<file path="src/rtl/cus19_ctrl_pkg.sv">
// cus19_ctrl_pkg: op codes, pc_src encodings and flag bit indices shared with the PC unit
package cus19_ctrl_pkg;
  localparam logic [2:0] OP_NOP  = 3'b000;
  localparam logic [2:0] OP_JMP  = 3'b001;
  localparam logic [2:0] OP_BEQ  = 3'b010;
  localparam logic [2:0] OP_BNE  = 3'b011;
  localparam logic [2:0] OP_BC   = 3'b100;
  localparam logic [2:0] OP_BN   = 3'b101;
  localparam logic [2:0] OP_CALL = 3'b110;
  localparam logic [2:0] OP_RET  = 3'b111;
  localparam logic [1:0] PCSRC_SEQ  = 2'b00;
  localparam logic [1:0] PCSRC_JMP  = 2'b01;
  localparam logic [1:0] PCSRC_CALL = 2'b10;
  localparam logic [1:0] PCSRC_RET  = 2'b11;
  localparam int FLAG_Z = 0;
  localparam int FLAG_C = 1;
  localparam int FLAG_N = 2;
endpackage

</file>
<file path="src/rtl/cus19_cond_eval.sv">
// cus19_cond_eval: conditional-branch taken decision from op and effective {N,C,Z}
module cus19_cond_eval
  import cus19_ctrl_pkg::*;
(
  input  logic [2:0] op_i,
  input  logic [2:0] flags_i,
  output logic       taken_o
);
  always_comb begin
    taken_o = (op_i == OP_BEQ) ?  flags_i[FLAG_Z] :
              (op_i == OP_BNE) ? ~flags_i[FLAG_Z] :
              (op_i == OP_BC)  ?  flags_i[FLAG_C] :
              (op_i == OP_BN)  ?  flags_i[FLAG_N] : 1'b0;
  end
endmodule

</file>
<file path="src/rtl/cus19_branch_ctrl.sv">
// cus19_branch_ctrl: registered control-flow resolution driving the IF-stage PC mux
module cus19_branch_ctrl
  import cus19_ctrl_pkg::*;
#(
  parameter int PC_Width     = 11,
  parameter int Stack_Depth  = 8,
  parameter int Flush_Cycles = 2,
  localparam int DW = $clog2(Stack_Depth + 1)
) (
  input  logic                clk_in,
  input  logic                rst_in,
  input  logic                ctrl_valid_in,
  input  logic [2:0]          ctrl_op_in,
  input  logic [PC_Width-1:0] target_in,
  input  logic                flag_we_in,
  input  logic [2:0]          flags_in,
  input  logic                fault_clr_in,
  output logic                branch_out,
  output logic [1:0]          pc_src_out,
  output logic [PC_Width-1:0] imm_add_out,
  output logic                flush_out,
  output logic [DW-1:0]       depth_out,
  output logic                ovf_fault_out,
  output logic                unf_fault_out
);
  localparam logic [DW-1:0] FULL = DW'(Stack_Depth);
  localparam logic [1:0]    FLUSH_LOAD = 2'(Flush_Cycles);
  logic [2:0]          flags_q, eff_flags;
  logic [1:0]          fcnt_q, fcnt_d, pc_src_d;
  logic [DW-1:0]       depth_q, depth_d;
  logic [PC_Width-1:0] imm_q, imm_d;
  logic                branch_q, branch_d, ovf_q, ovf_d, unf_q, unf_d;
  logic                acc, taken, call_ok, ret_ok, redirect, is_call, is_ret;
  assign eff_flags = flag_we_in ? flags_in : flags_q;
  cus19_cond_eval u_cond (
    .op_i   (ctrl_op_in),
    .flags_i(eff_flags),
    .taken_o(taken)
  );
  // Ops seen while a flush is pending are wrong-path and must leave no trace.
  always_comb begin
    acc      = ctrl_valid_in && (fcnt_q == 2'd0);
    is_call  = acc && (ctrl_op_in == OP_CALL);
    is_ret   = acc && (ctrl_op_in == OP_RET);
    call_ok  = is_call && (depth_q != FULL);
    ret_ok   = is_ret && (depth_q != '0);
    branch_d = acc && taken;
    pc_src_d = (acc && ctrl_op_in == OP_JMP) ? PCSRC_JMP :
               call_ok ? PCSRC_CALL :
               ret_ok  ? PCSRC_RET  : PCSRC_SEQ;
    redirect = branch_d || (pc_src_d != PCSRC_SEQ);
    imm_d    = acc ? target_in : imm_q;
    depth_d  = call_ok ? depth_q + 1'b1 : ret_ok ? depth_q - 1'b1 : depth_q;
    fcnt_d   = redirect ? FLUSH_LOAD : (fcnt_q != 2'd0) ? fcnt_q - 2'd1 : 2'd0;
    ovf_d    = (is_call && !call_ok) || (ovf_q && !fault_clr_in);
    unf_d    = (is_ret && !ret_ok) || (unf_q && !fault_clr_in);
  end
  always_ff @(posedge clk_in) begin
    if (rst_in) begin
      flags_q    <= '0;
      fcnt_q     <= '0;
      depth_q    <= '0;
      imm_q      <= '0;
      branch_q   <= 1'b0;
      pc_src_out <= PCSRC_SEQ;
      ovf_q      <= 1'b0;
      unf_q      <= 1'b0;
    end else begin
      flags_q    <= eff_flags;
      fcnt_q     <= fcnt_d;
      depth_q    <= depth_d;
      imm_q      <= imm_d;
      branch_q   <= branch_d;
      pc_src_out <= pc_src_d;
      ovf_q      <= ovf_d;
      unf_q      <= unf_d;
    end
  end
  assign branch_out    = branch_q;
  assign imm_add_out   = imm_q;
  assign flush_out     = fcnt_q != 2'd0;
  assign depth_out     = depth_q;
  assign ovf_fault_out = ovf_q;
  assign unf_fault_out = unf_q;
endmodule

</file>
<file path="config.mk">
export PLATFORM = sky130hd
export DESIGN_NAME = cus19_branch_ctrl
export DESIGN_NICKNAME = d
export VERILOG_FILES = /design/src/rtl/cus19_ctrl_pkg.sv /design/src/rtl/cus19_cond_eval.sv /design/src/rtl/cus19_branch_ctrl.sv
export SDC_FILE = /design/constraint.sdc
export NUM_CORES = 1
export LEC_CHECK = 0
export CORE_UTILIZATION = 39
export DETAILED_ROUTE_END_ITERATION = 10
export HOLD_SLACK_MARGIN = 0.06
export PLACE_DENSITY = 0.75
export SYNTH_ARGS = -nofsm -noshare
export SYNTH_HDL_FRONTEND = slang
export SYNTH_HIERARCHICAL = 1
export SYNTH_SLANG_ARGS = --single-unit
</file>
<file path="constraint.sdc">
create_clock -name clk_in -period 3.3 [get_ports clk_in]
set_clock_uncertainty 0.2 [all_clocks]
set_input_delay 0.66 -clock clk_in [delete_from_list [all_inputs] [get_ports clk_in]]
set_output_delay 0.66 -clock clk_in [all_outputs]
set_load 0.02 [all_outputs]
</file>
# Word-level counts from Yosys, hierarchy flattened
# Cells that the tools add are included.
# classes
n_shift	0
div_mod_pow	0
muxes	12
multipliers	0
bitwise	2
eq_ne	8
order_cmp	0
n_reduce_logical	23
n_addsub	3
# ops
op	n
$eq A3 B3 Y1 const B	4
$logic_and A1 B1 Y1	11
$mux W2	5
$mux W4	2
$eq A3 B2 Y1 const B	2
$reduce_bool A2 Y1	3
$add A4 B1 Y4 const B	1
$mux W1	4
$ne A4 B4 Y1 const B	1
$reduce_bool A4 Y1	1
$sub A4 B1 Y4 const B	1
$eq A3 B1 Y1 const B	1
$logic_not A1 Y1	3
$logic_or A1 B1 Y1	3
$mux W3	1
$reduce_or A3 Y1	1
$logic_not A2 Y1	1
$not A1 Y1	2
$sub A2 B1 Y2 const B	1
# word_totals
output_inout_bits	21
register_bits	25
in_bits	22
ram_bits	0
memories	0
mem_bits_ro	0
latch_bits	0

# Longest topological paths before layout
# Gate-level depths: netlist of the first run.
# logic_depth
depth_word	10
depth_mapped	8

# Cells and area by module
# The synthesis of the first run kept the hierarchy.
# by_module_without_submodules
module	cells_per_inst	n_inst	seq_area_each_um2	area_each_um2
cus19_branch_ctrl	120	1	500.5	1089.8
cus19_cond_eval	5	1	0.0	38.8

# Worst setup path after synthesis of the first run
# OpenSTA, ideal clock, no wires.
# synth_timing
kind	input to register
startpoint	input port ctrl_valid_in
endpoint	register depth_q[3] (netlist: depth_out[3])
stages	8
arrival_ns	2.885
slack_ns	0.112
t_required_ns	2.997
path_cell_list	or3b_1 > buf_6 > a2111o_1 > ha_1 > a21o_1 > a21oi_1 > mux2_2 > a2111oi_2
# synth_between
elab_chain_cells	4
word_cells_on_any_way	7
cone_classes	mux: 1; reduce/logical: 6
# synth_lines
item	line	source
from (decl)	cus19_branch_ctrl.sv:12	input logic ctrl_valid_in,
$logic_and A1 B1 Y1 *	cus19_branch_ctrl.sv:42	acc = ctrl_valid_in && (fcnt_q == 2'd0);
$logic_and A1 B1 Y1, on equally long branches	cus19_branch_ctrl.sv:43, cus19_branch_ctrl.sv:44	
$logic_and A1 B1 Y1, on equally long branches	cus19_branch_ctrl.sv:45, cus19_branch_ctrl.sv:46	
$mux W4 or $reduce_bool A2 Y1 (tied branches)	-	
to (signal assigned)	cus19_branch_ctrl.sv:71	depth_q <= depth_d;
to (decl)	cus19_branch_ctrl.sv:30	logic [DW-1:0] depth_q, depth_d;
# Every way passes the cells marked *; elsewhere a longest branch is shown, timed or not.
# A chain may end at the register's enable or synchronous reset.

# Worst setup path in the final report of the first run
# Ends and elaborated chain as after synthesis.

==> results.txt, run 1 <==
The run finished with clean final reports. The number of cells in the finished layout apart from fillers is around 210. In this run the horizontal extent of the chip is 55.8 um. The sequential fraction of the synthesis area came out at 44.3%. The share of the clock period used by the worst path after layout came out at a little over nine tenths.

The number of placed I/O pins came out at 43. The die footprint came out at 0.00311 mm2. The count of different cell masters after synthesis came out at 37. For this block, the via count after detailed routing is 1082.

The biggest cell delay along the critical path came out at 0.47 ns. The clock transition at the registers of the reported paths is 0.14 ns. The cell count after synthesis came out at approximately 130. Setup repair after global routing left no endpoint under its margin. The data required time of the worst path came out at 3.34 ns. The number of synthesized flops with an enable pin came out at 0. The number of nets produced by synthesis came out at 150. The pin count of the biggest net entering global routing came out at 17.

The average vias per placed instance is 5.20. The cell area after technology mapping came out at 0.00113 mm2. The worst hold margin is 0.263 ns. The synthesized flop and latch total is 25.

The vertical extent of the die came out at 55.8 um. The global-route wire length before repair came out at ~4600 um. Buffers placed on the I/O ports in this run total between 40 and 50.

The last weighted congestion value of the routability-driven placer is between 0.8 and 0.9. The fraction of layout cells with a size suffix above 1 is 14.1%. For this design, the slowest cell found on the critical path is clkdlybuf4s50_1. The largest total area in the synthesized netlist belongs to dfxtp_1. For this design, the sink count on the clock tree is 25. Along the worst path, the maximum fanout reaches 2.

The most common cell in the synthesized netlist is nand2_1. The peak supply drop came out at 293 uV. The area growth from synthesis to layout is 49.0%. The core region area came out at 0.00276 mm2.

The worst pin sits at a relative slew slack of 63.1%. In the final routed layout, each cell accounts on average for roughly 13 um. The first detailed-routing pass ran for 4 iterations. The slew at the pin closest to its max-slew limit is 0.552 ns.

After detailed placement, the design holds a cell count of 204. Ranked by instance count, the synthesized netlist is headed by nand2_1, dfxtp_1, a21oi_1. The total wire length after detailed routing came out at ~2600 um. The number of H-tree levels is 1. The fraction of synthesized cell area taken by the top area cell type came out at between 40% and 50%.

The number of buffers inserted during clock tree synthesis came out at 3. The mean area per synthesized cell came out at 9.03 um2. Counting flops with an async set or reset pin after synthesis yields a share of 0%. The power density normalized to cell area is 375 mW/mm2. The final-report hold violation count is 0. The library cell used as clock root buffer is clkbuf_4. The shortest period the worst path allows came out at 3.20 ns. The critical path is of the primary input to flip-flop type. Setup violations remaining at the end of the flow were counted as 0.

TritonCTS built the clock tree. Post-CTS timing repair inserted 0 buffers for setup. The half-perimeter wire length after detailed placement is between 1500 and 2000 um. The reported max-cap violation count is 0. The floorplan has 19 rows.

The later-pin clock latency in the skew report is 0.33 ns. Walking the worst path, the cells encountered are clkdlybuf4s50_1 -> or3b_1 -> a2111o_1 -> ha_1 -> a21o_1 -> a21oi_2 -> mux2_2 -> a2111oi_2. STA classifies the critical path endpoint as a flip-flop.

The number of max-slew violations in the final report is 0. The initial antenna violation count came out at 0. The cell area after placement is 0.00165 mm2. Summed over all cells, the static leakage comes to between 0.6 and 0.7 nW. Global routing consumed, over all layers together, 18.2% of the routing resources. No sink is reached through more buffers than the 2 on the longest clock path. The number of global-route vias before repair came out at ~1100.

The post-route cell area came out at 0.00168 mm2. The violation count after the first detailed-route iteration is 38. The number of antenna-violating nets in the routed design came out at 0. Static timing analysis puts the maximum clock frequency at 313 MHz. Yosys attributes the largest share of cell area to dfxtp_1, nand2_1, a21oi_1. For this run, the post-layout net count is 203. The min-delay analysis places its worst path in the category flip-flop to flip-flop. The initial core utilization is 40.9%. 0 antenna diodes ended up in the layout.

The kind of start point of the critical path is a primary input. The most used flip-flop cell after synthesis is dfxtp_1. The DRC violations left is 0.

The count of synthesis-stage warnings from yosys is 6. The total overflow left after global routing is 0. Data arrives at the worst endpoint at 3.24 ns.
metrics by stage:
step	setup TNS (ns)	util [%]	total power, mW	worst slack [ns]
4_1_cts	0	60.8	0.636	0.0412
2_1_floorplan	0	-	0.416	0.112
3_3_place_gp	-0.193	59.8	0.491	-0.193
5_1_grt	0	61.0	0.668	0.0108
6_report	0	61.0	0.630	0.102
3_5_place_dp	-0.312	59.8	0.495	-0.312
cells by family (layout without fill, tap and decap cells):
| logic type | Yosys count | count (layout) | synth area share, % |
|---|---|---|---|
| simple gates | 53 | 53 | 22.8 |
| compound gates | 27 | 27 | 17.0 |
| flops | 25 | 25 | 44.3 |
| buf+inv | 7 | 59 | 2.99 |
| mux | 6 | 6 | 5.76 |
| xor+xnor | 4 | 4 | 3.10 |
| fa+ha+maj | 3 | 3 | 3.99 |
where the power goes:
part	internal [mW]	switching, mW
clock network	0.0464	0.0940
logic	0.0866	0.0754
registers	0.318	0.0101
cell type report:
type / instances / area [um2]
flip-flops and latches: 25 / 500
inverters: 1 / 3.75
clock inverters: 1 / 7.51
clock buffers: 3 / 22.5
well taps: 31 / 38.8
fillers: 245 / 1080
multi-input cells: 93 / 598
repair buffers: 54 / 510
cell usage in the layout (no fill, tap or decap), types with 2 or more instances in the layout:
cell type / count
nor2b_1: 4
nand4_1: 3
clkdlybuf4s50_1: 42
dfxtp_1: 25
a21oi_1: 14
nand2b_1: 3
mux2i_1: 2
clkbuf_4: 3
xnor2_1: 3
buf_4: 12
mux2_2: 4
nand2_1: 27
ha_1: 2
nor2_1: 5
o21ai_0: 2
nor3b_1: 3
worst max-delay path, delay by kind of cell:
kind,cells,cell delay (ns)
AO/OA/AOI/OAI,4,1.10
buffers and inverters,1,0.47
multiplexers,1,0.36
adder cells (fa/ha/maj),1,0.28
AND/OR/NAND/NOR,1,0.38
routing by layer:
layer | wire length, um | up-vias | part of all wire [%] | track usage, %
met5 | 0 | - | 0 | 0
met4 | 53 | 0 | 2.0 | 8.21
met3 | 195 | 7 | 7.5 | 4.42
met2 | 1230 | 41 | 47 | 31.0
met1 | 1130 | 499 | 43 | 21.6
li1 | - | 535 | - | -
worst paths after layout:
path | start | endpoint | slack, ns | cells after the start
worst max-delay path | ctrl_valid_in | depth_out[3] | 0.10 | 8
worst min-delay path | imm_add_out[8] | imm_add_out[8] | 0.26 | 2
worst max register to register | depth_out[0] | depth_out[3] | 0.48 | 8
worst min register to register | imm_add_out[8] | imm_add_out[8] | 0.26 | 2
state kept, by name (all words and copies together), names as in the netlist:
signal,count
depth_out,4
branch_out,1
pc_src_out,2
flags_q,3
imm_add_out,11
unf_fault_out,1
ovf_fault_out,1
fcnt_q,2
what timing repair did:
action / in CTS / in global routing
setup endpoints to repair: 0 / 1
resized for setup: 0 / 1
endpoints found under the hold margin: 0 / 0
hold buffers: 0 / 0
Power figures use the tool's default switching activity.
==> inputs of run 2 (changes only) <==
==> constraint.sdc (replaced) <==
create_clock -name clk_in -period 2.8 [get_ports clk_in]
set_clock_uncertainty 0.2 [all_clocks]
set_input_delay 0.56 -clock clk_in [delete_from_list [all_inputs] [get_ports clk_in]]
set_output_delay 0.56 -clock clk_in [all_outputs]
set_load 0.02 [all_outputs]
==> run 2 against run 1 <==
  * Non-clock buffer count rose by 5
  * Flip-flop and latch count did not move
  * Clock power rose by 18%
  * Cell area rose by 4.1%
  * Die area did not move
  * Via count fell by 0.65%
  * Sequential share of layout area fell by 1.2 points
  * Combinational power rose by 23%
  * Worst hold slack improved by 0.0042 ns
  * Global-route usage rose by 0.081 points
  * Power rose by 19%
  * Wire length rose by 0.73%
  * Critical endpoint unchanged
==> results.txt, run 2 (synthesized netlist as in run 1, its figures left out) <==
The number of H-tree levels is 1 (unchanged). The number of antenna-violating nets in the routed design is 0 (unchanged). The count of buffering cells on the critical path with inverters included was 0 (-1). The violation count after the first detailed-route iteration is 18 (-53%). The maximum clock rate came out at 371 MHz.

The initial antenna violation count is 0 (unchanged). The number of placed I/O pins is 43 (unchanged). The slew at the pin closest to its max-slew limit was 0.661 ns (+0.108 ns). The initial core utilization was 40.9% (unchanged). The combinational power share is 26.6% (+0.9 points). The die footprint was 0.00311 mm2 (unchanged). The clock share of power came out at 22.0% (-0.3 points).

The reported max-cap violation count came out at 0 (unchanged). The register-to-register path setup slack is 0.10 ns (-0.38 ns). The post-route cell area came to 0.00175 mm2 (+4.1%). The switching power came out at 0.214 mW (+19%). The overall routing resource usage is 18.3% (+0.081 points). The post-layout net count came out at 208 (+2.5%). Among cell families on the critical path, the largest total delay comes from compound AO/OA/AOI/OAI gates. The number of input and output port buffers inserted is 42 (unchanged). In this run the clock root is driven by a clkbuf_4. The worst setup path is of the flip-flop to flip-flop kind. The power share of the sequential group came out at 51.4% (-0.6 points). The peak supply drop came out at 318 uV (+8.6%). The half-perimeter wire length after detailed placement is 1970 um (+2.8%).

The buffer depth of the longest clock path is 2 (unchanged). The final-report hold violation count came out at 0 (unchanged). The fraction of power spent switching nets came out at 28.6% (+0.085 points).

The cell area after placement is 0.00167 mm2 (+1.4%). The slowest stage of the critical path is the or3b_4 cell. The highest fanout seen on the critical path came to 5 (+3).

The number of buffers inserted during clock tree synthesis came out at 3 (unchanged). TritonCTS built the clock tree. The total wire length after detailed routing is 2620 um (+0.73%).

The mean routed wirelength per cell is 12.3 um (-1.6%). The signal arrival time at the worst endpoint came out at 2.73 ns (-0.51 ns). The biggest cell delay along the critical path came out at 0.41 ns (-0.06 ns). The pin count of the biggest net entering global routing is 17 (unchanged). The via count came out at 1075 (-0.65%). The endpoint class of the critical path is a flip-flop. The global-route wire length before repair was 4560 um (-1.2%). The critical path goes through or3b_4 -> a2111o_1 -> ha_1 -> a21o_1 -> a21oi_2 -> mux2_4 -> a2111oi_4.

The core region area is 0.00276 mm2 (unchanged). The power density normalized to cell area is 428 mW/mm2 (+14%). The internal portion of total power is 0.535 mW (+19%). The area growth from synthesis to layout is 55.1%. Setup repair after global routing left no endpoint under its margin. The worst hold margin was 0.267 ns (+0.00422 ns). The tightest min-delay check is of the flip-flop to flip-flop type. The number of flip-flops in the largest register came out at 11 (unchanged).

The average vias per placed instance came out at 5.05 (-3.0%). The setup-violating endpoint count in the final report came out at 0 (unchanged). The last weighted congestion value of the routability-driven placer is 0.865 (-2.6%). The row count is 19 (unchanged). The leakage power is 0.679 nW (+8.4%).

Leaving out fill and tap cells, the most frequent cell in the layout is clkdlybuf4s50_1. The antenna diode count was 0 (unchanged). The clock transition at the registers of the reported paths came out at 0.14 ns (about the same). The total iterations of the first detailed-routing run is 4 (unchanged). The vertical extent of the die is 55.8 um (unchanged). The total instance count after detailed placement came out at 206 (+0.98%).

After layout, the worst path uses 96.3% of the clock period. The number of global-route vias before repair is 1104 (-0.18%). The shortest period the worst path allows is 2.70 ns. The DRC violations left came out at 0 (unchanged). The worst slew margin relative to its limit is 55.8% (-7.2 points). The total global routing overflow came to 0 (unchanged). The number of max-slew violations in the final report is 0 (unchanged). The later-pin clock latency in the skew report was 0.32 ns (about the same). The die width is 55.8 um (unchanged). In the layout the commonest cells are clkdlybuf4s50_1, nand2_1, dfxtp_1.

The number of sinks on the clock net is 25 (unchanged). The data required time of the worst path came to 2.83 ns (-0.51 ns). The flow ran to the end, and the final reports show no timing, DRC or antenna violations. The fraction of layout cells with a size suffix above 1 is 18.7% (+4.6 points). The number of cells in the finished layout apart from fillers came out at 213 (+2.4%). The worst setup path is launched from a flip-flop.
run 2: timing repair:
action                     4_1_cts  5_1_grt
pin swaps                        3        3
resized for setup                3        6
setup buffers                    2        1
hold buffers                     0        0
setup endpoints to repair        1        1
run 2: cell type report:
| class | instances | area (um2) |
|---|---|---|
| Fill cell | 233 | 1010 |
| Sequential cell | 25 | 500 |
| Multi-Input combinational cell | 93 | 632 |
| Clock buffer | 3 | 22.5 |
| Timing Repair Buffer | 59 | 548 |
| Tap cell | 31 | 38.8 |
| Clock inverter | 1 | 5.00 |
| Inverter | 1 | 3.75 |
run 2: worst register-to-register path: cells and delay by family, from the launching register on:
family / cells / cell delay [ns]
fa+ha+maj: 1 / 0.29
mux: 1 / 0.33
flops: 1 / 0.37
compound gates: 4 / 1.01
simple gates: 1 / 0.41
run 2: path summary, 6_finish.rpt:
path,cells past startpoint,startpoint,to
hold / removal,2,imm_add_out[5],imm_add_out[5]
hold reg to reg,2,imm_add_out[5],imm_add_out[5]
setup reg to reg,7,fcnt_q[1],depth_out[3]
setup / recovery,7,fcnt_q[1],depth_out[3]
run 2: power by group through the flow:
| stage | combinational [mW] | sequential, mW | clock, mW |
|---|---|---|---|
| after floorplan | 0.0823 | 0.410 | 0 |
| after detailed placement | 0.195 | 0.392 | 0 |
| after CTS | 0.199 | 0.385 | 0.175 |
| after global routing | 0.217 | 0.387 | 0.188 |
| after global placement | 0.192 | 0.391 | 0 |
| final | 0.199 | 0.385 | 0.165 |
run 2: routing by layer:
layer  track usage [%]  wire [um]  vias up
met1              20.9       1140      488
met3              4.65        184        3
met4              6.43         28        0
li1                  -          -      547
met2              32.9       1270       37
met5                 0          0        -
run 2: per-stage QoR:
step                      utilization (%)  power, mW  setup slack (ns)  TNS (ns)
after floorplan                         -      0.493           -0.0955   -0.0955
after global placement               60.6      0.583            -0.474    -0.604
after detailed placement             60.6      0.587            -0.584    -0.798
after CTS                            62.6      0.758            0.0334         0
after global routing                 63.5      0.792           0.00216         0
final                                63.5      0.749             0.104         0
